`config.mk`:
```
export PLATFORM = sky130hd
export DESIGN_NAME = instr_sequencer
export DESIGN_NICKNAME = d
export VERILOG_FILES = /design/src/rtl/instr_sequencer.sv
export SDC_FILE = /design/constraint.sdc
export NUM_CORES = 1
export LEC_CHECK = 0
export ABC_AREA = 0
export CORE_UTILIZATION = 45
export CTS_CLUSTER_DIAMETER = 40
export CTS_CLUSTER_SIZE = 30
export DETAILED_ROUTE_END_ITERATION = 10
export GPL_TIMING_DRIVEN = 0
export PLACE_DENSITY = 0.79
export SYNTH_ARGS = -nofsm -noshare
export SYNTH_HDL_FRONTEND = slang
export SYNTH_SLANG_ARGS = --single-unit
```
`constraint.sdc`:
```
create_clock -name clk -period 3 [get_ports clk]
set_input_delay 0.6 -clock clk [delete_from_list [all_inputs] [get_ports clk]]
set_output_delay 0.6 -clock clk [all_outputs]
set_load 0.1 [all_outputs]
```
`src/rtl/instr_sequencer.sv`:
```
// Multi-cycle FETCH/DECODE/EXEC/MEM/WB sequencer driving datapath strobes; counts retired instructions.
// Latency: 3 cycles (branch/NOP), 4 (ALU, store), 5 (load) at zero-wait ack; each mem_ack wait adds one.
// Backpressure: holds in FETCH/MEM with mem_req high until mem_ack; start ignored while busy.
module instr_sequencer (
    input  logic        clk,
    input  logic        rst,
    input  logic        start,
    input  logic        halt_req,
    input  logic [5:0]  opcode,
    input  logic [2:0]  branch,
    input  logic        mem_read,
    input  logic        mem_write,
    input  logic [1:0]  write_reg,
    input  logic        mem_ack,
    output logic        mem_req,
    output logic        mem_we,
    output logic        mem_addr_sel,
    output logic        ir_write,
    output logic        pc_write,
    output logic        alu_en,
    output logic        branch_en,
    output logic        reg_write,
    output logic        busy,
    output logic        halted,
    output logic [2:0]  state,
    output logic [31:0] instr_count
);

    typedef enum logic [2:0] {
        S_IDLE   = 3'd0,
        S_FETCH  = 3'd1,
        S_DECODE = 3'd2,
        S_EXEC   = 3'd3,
        S_MEM    = 3'd4,
        S_WB     = 3'd5,
        S_HALT   = 3'd6
    } state_t;

    state_t state_q, state_d;
    logic   store_q, store_d;
    logic   retire;

    // Control comes entirely from the decoded fields; the raw opcode is not needed here.
    logic unused_opcode;
    assign unused_opcode = ^opcode;

    always_ff @(posedge clk) begin
        if (rst) begin
            state_q     <= S_IDLE;
            store_q     <= 1'b0;
            instr_count <= 32'd0;
        end else begin
            state_q <= state_d;
            store_q <= store_d;
            if (retire)
                instr_count <= instr_count + 32'd1;
        end
    end

    always_comb begin
        state_d   = state_q;
        store_d   = store_q;
        retire    = 1'b0;
        ir_write  = 1'b0;
        pc_write  = 1'b0;
        branch_en = 1'b0;
        case (state_q)
            S_IDLE, S_HALT: begin
                if (start)
                    state_d = S_FETCH;
            end
            S_FETCH: begin
                if (mem_ack) begin
                    ir_write = 1'b1;
                    pc_write = 1'b1;
                    state_d  = S_DECODE;
                end
            end
            S_DECODE: state_d = S_EXEC;
            S_EXEC: begin
                // Branch outranks any memory flags, so a branch never reaches MEM.
                if (branch != 3'b000) begin
                    branch_en = 1'b1;
                    retire    = 1'b1;
                end else if (mem_read || mem_write) begin
                    state_d = S_MEM;
                    store_d = mem_write;
                end else if (write_reg != 2'b00) begin
                    state_d = S_WB;
                end else begin
                    retire = 1'b1;
                end
            end
            S_MEM: begin
                if (mem_ack) begin
                    if (store_q)
                        retire = 1'b1;
                    else
                        state_d = S_WB;
                end
            end
            S_WB: retire = 1'b1;
            default: state_d = S_IDLE;
        endcase
        if (retire)
            state_d = halt_req ? S_HALT : S_FETCH;
    end

    // Store flag is latched on MEM entry so mem_we depends on registered state only.
    assign mem_req      = (state_q == S_FETCH) || (state_q == S_MEM);
    assign mem_we       = (state_q == S_MEM) && store_q;
    assign mem_addr_sel = (state_q == S_MEM);
    assign alu_en       = (state_q == S_EXEC);
    assign reg_write    = (state_q == S_WB);
    assign busy         = (state_q != S_IDLE) && (state_q != S_HALT);
    assign halted       = (state_q == S_HALT);
    assign state        = state_q;

endmodule

```
==> run_results.csv <==
group,metric,value,unit
routing,drt-total-wl,4840,um
logic_synthesis,syn_area,1900,um2
worst_setup_path,ff2ff_path_depth,7,
worst_setup_path,crit_start,"branch[1]",
final_layout,final_area,2640,um2
logic_synthesis,synth_cell_type_count,42,
hold_path,min_from,"instr_count[31]$_SDFFE_PP0P_",
final_layout,synthToLayoutAreaGrowth,39.1,%
timing,tightestPinTransition,1.00,ns
floorplanning,die_h,66.9,um
logic_synthesis,yosys_most_used_dff,"dfxtp_1",
worst_setup_path,worstPathRequired,2.40,ns
clock_network,cts-resized-gates,10,
worst_setup_path,arrival,2.29,ns
clock_network,ctsHoldBuffers,0,
placed_design,placed_area,2540,um2
clock_network,cts_num_sinks,36,
logic_synthesis,ys_warn_count,0,
logic_synthesis,synth_most_common_cell,"dfxtp_1",
logic_synthesis,async_flop_share,0,
routing,vias,1893,
timing,fmax,347,MHz
final_layout,diodes,0,
worst_setup_path,worst_setup_path_start_kind,"primary input",
logic_synthesis,yosysSeqAreaShare,0.380,
logic_synthesis,synth-edff-count,0,
global_routing,grt-ovfl-total,0,
hold_path,worstHoldPathType,"flop to flop",
worst_setup_path,crit_top_cell,"buf_2",
worst_setup_path,slowest_stage,"clkdlybuf4s50_1",
timing,final_hold_viol_count,0,
global_routing,grt_max_degree,11,
logic_synthesis,avgSynthCellArea,8.31,um2
clock_network,cts_tree,"done",
clock_network,cts_root_buf,"clkbuf_8",
worst_setup_path,crit_type,"primary input to output port",
pwr,combPwrFrac,0.400,
routing,dr.pass1.iters,4,
pwr,p_per_area,555,nW/um2
timing,slew_viol_final,0,
timing,maxSlewHeadroom,0.329,
status,status,"completed",
worst_setup_path,crit_path_end,"branch_en",
pwr,sw_frac_of_total,0.424,
worst_setup_path,crit_path_end_kind,"output port",
global_routing,grt_pass1_wl,8050,um
worst_setup_path,path_buf_inv,4,
logic_synthesis,synth_cells,228,
logic_synthesis,ys_ff_latch,36,
pwr,peakVddDrop,0.323,mV
worst_setup_path,path_cells,"clkdlybuf4s50_1, nor3_1, and2b_1, buf_2, buf_2, buf_4",
routing,via_per_inst,5.57,
routing,drt_iter0_drc,60,
timing,finalCritPeriodShare,0.962,
logic_synthesis,yosysTopAreaCell,"dfxtp_1",
timing,skew,0.00279,ns
placed_design,finalWeightedCongestion,0.799,
pwr,power_frac_seq,0.351,
routing,routedWlPerCell,14.2,um
pwr,clkPwrFrac,0.248,
timing,tns,0,ns
floorplanning,core,4030,um2
worst_setup_path,cpPeakStageDelay,0.45,ns
job,max-cap-violations,0,
worst_setup_path,critPathMaxFanout,10,
clock_network,cts-buffers-inserted,5,
clock_network,cts_setup_buffers,0,
final_layout,layout.nets,309,
clock_network,insertion_delay,0.28,ns
floorplanning,start_util,0.470,
worst_setup_path,rr_endpoint,"instr_count[25]$_SDFFE_PP0P_",
pwr,p_int,843,uW
routing,remaining_drc_errors,0,
global_routing,gr-usage-all-layers,0.234,
pwr,finalPower,1.46,mW
clock_network,h-tree-depth,2,
floorplanning,rows,23,
global_routing,grt_pass1_vias,1768,
timing,setup_viol,0,
final_layout,final-instance-count-excl-fill,340,
worst_setup_path,cp.depth,6,
placed_design,portBuffers,55,
timing,rsz0062_at_grt,"false",
worst_setup_path,critPathTopFamily,"buffers and inverters",
final_layout,drive_gt1_frac,0.107,
final_layout,fin_util,0.654,
worst_setup_path,r2r_start,"state[2]$_SDFFE_PP0P_",
worst_setup_path,ff2ff_setup_slack,0.72,ns
pwr,power.switching,621,uW
floorplanning,ioPinCount,63,
floorplanning,fp.dieArea,4480,um2
global_routing,antenna_found_initial,0,
logic_synthesis,synth_area_leaders,"dfxtp_1 (38%), xor2_1 (8.3%), nor2_1 (5.7%)",
logic_synthesis,synth_nets,247,
logic_synthesis,synth_top_cells_by_count,"dfxtp_1 (36), nor2_1 (29), a21oi_1 (18), xor2_1 (18), o21ai_0 (14)",
timing,layout_min_cycle_time,2.89,ns
placed_design,dp_hpwl,3480,um
placed_design,dp_cells,333,
floorplanning,dieWidth,66.9,um
pwr,p_leak,0.967,nW
clock_network,cts_max_path_buffers,2,
clock_network,cts.clk_slew.worst_paths,0.07,ns
routing,ant_nets,0,
logic_synthesis,netlist.area_leader.share,0.380,
[flip-flops by register name, summed over array words and instances (netlist names)]
name,cells
state,3
store_q,1
instr_count,32
[power by group through the flow]
stage	sequential, mW	combinational (mW)	clock [mW]
after floorplan	0.626	0.370	0
after global placement	0.524	0.595	0
after detailed placement	0.525	0.600	0
after CTS	0.514	0.591	0.370
after global routing	0.516	0.622	0.395
final	0.514	0.586	0.364
[through the flow]
step / hold WS, ns / worst slack, ns
2_1_floorplan: 0.488 / -0.199
3_3_place_gp: 0.474 / -0.689
3_5_place_dp: 0.483 / -0.708
4_1_cts: 0.501 / 0.0113
5_1_grt: 0.522 / 0.00458
6_report: 0.498 / 0.114
[how the worst min path moves through the flow]
stage / end / slack (ns) / cells after the start
6_report: instr_count[31]$_SDFFE_PP0P_ / 0.50 / 2
4_1_cts: instr_count[31]$_SDFFE_PP0P_ / 0.50 / 2
3_3_place_gp: instr_count[1]$_SDFFE_PP0P_ / 0.47 / 2
5_1_grt: instr_count[29]$_SDFFE_PP0P_ / 0.52 / 2
2_1_floorplan: store_q$_SDFFE_PP0P_ / 0.49 / 2
3_5_place_dp: instr_count[30]$_SDFFE_PP0P_ / 0.48 / 2
[cell usage in the layout, fill, tap and decap left out, types with 2 or more instances in the layout]
cell type | netlist | routed
xor2_1 | 18 | 18
and4_1 | 2 | 2
nor2_2 | 1 | 2
or4_1 | 4 | 4
o2111ai_1 | 8 | 8
buf_4 | 2 | 2
clkdlybuf4s50_1 | 0 | 47
clkbuf_2 | 0 | 2
clkbuf_1 | 7 | 7
o21ai_0 | 14 | 14
and2_1 | 4 | 3
nor4_1 | 2 | 2
inv_1 | 4 | 4
nor3_1 | 5 | 5
clkbuf_8 | 0 | 7
and3_1 | 6 | 6
nor2b_1 | 2 | 2
nand3_1 | 4 | 4
or3_1 | 10 | 10
nand2_1 | 10 | 10
nor2_1 | 29 | 27
dfxtp_1 | 36 | 33
or2_2 | 2 | 2
nand4_1 | 5 | 5
a21oi_1 | 18 | 18
o31ai_1 | 4 | 4
nand2b_1 | 2 | 2
o211ai_1 | 8 | 8
dfxtp_2 | 0 | 3
buf_2 | 4 | 5
dlymetal6s2s_1 | 0 | 4
[worst register-to-register path, cell delays in order, from the launching register on]
cell	delay, ns
dfxtp_2	0.32
buf_2	0.19
nor4b_2	0.33
o2bb2ai_1	0.25
buf_4	0.25
o2111ai_1	0.27
or3_1	0.45
a21oi_1	0.15
[cell type report]
type | instances | area, um2
sequential | 36 | 724
fill | 357 | 1390
clock buffer | 7 | 96.3
inverter | 4 | 15.0
multi-input combinational | 173 | 1120
buffer | 15 | 73.8
tap | 50 | 62.6
timing repair buffer | 55 | 547
[cells by family after synthesis]
group                      Yosys count  synth area share
DFF                                 36             0.380
adders and majority gates            1           0.00660
AOI/OAI and AO/OA                   57             0.195
buffers and inverters               19            0.0442
and+or+nand+nor                     96             0.286
xor gates and xnor gates            19            0.0878
[per-layer routing]
layer / part of all wire / up-vias / GRT usage
met3: 0.060 / 5 / 0.0308
met1: 0.46 / 873 / 0.305
met4: 0.0070 / 0 / 0.0904
li1: - / 956 / -
met2: 0.47 / 59 / 0.389
met5: 0 / - / 0
(Power assumes the default switching activity.)
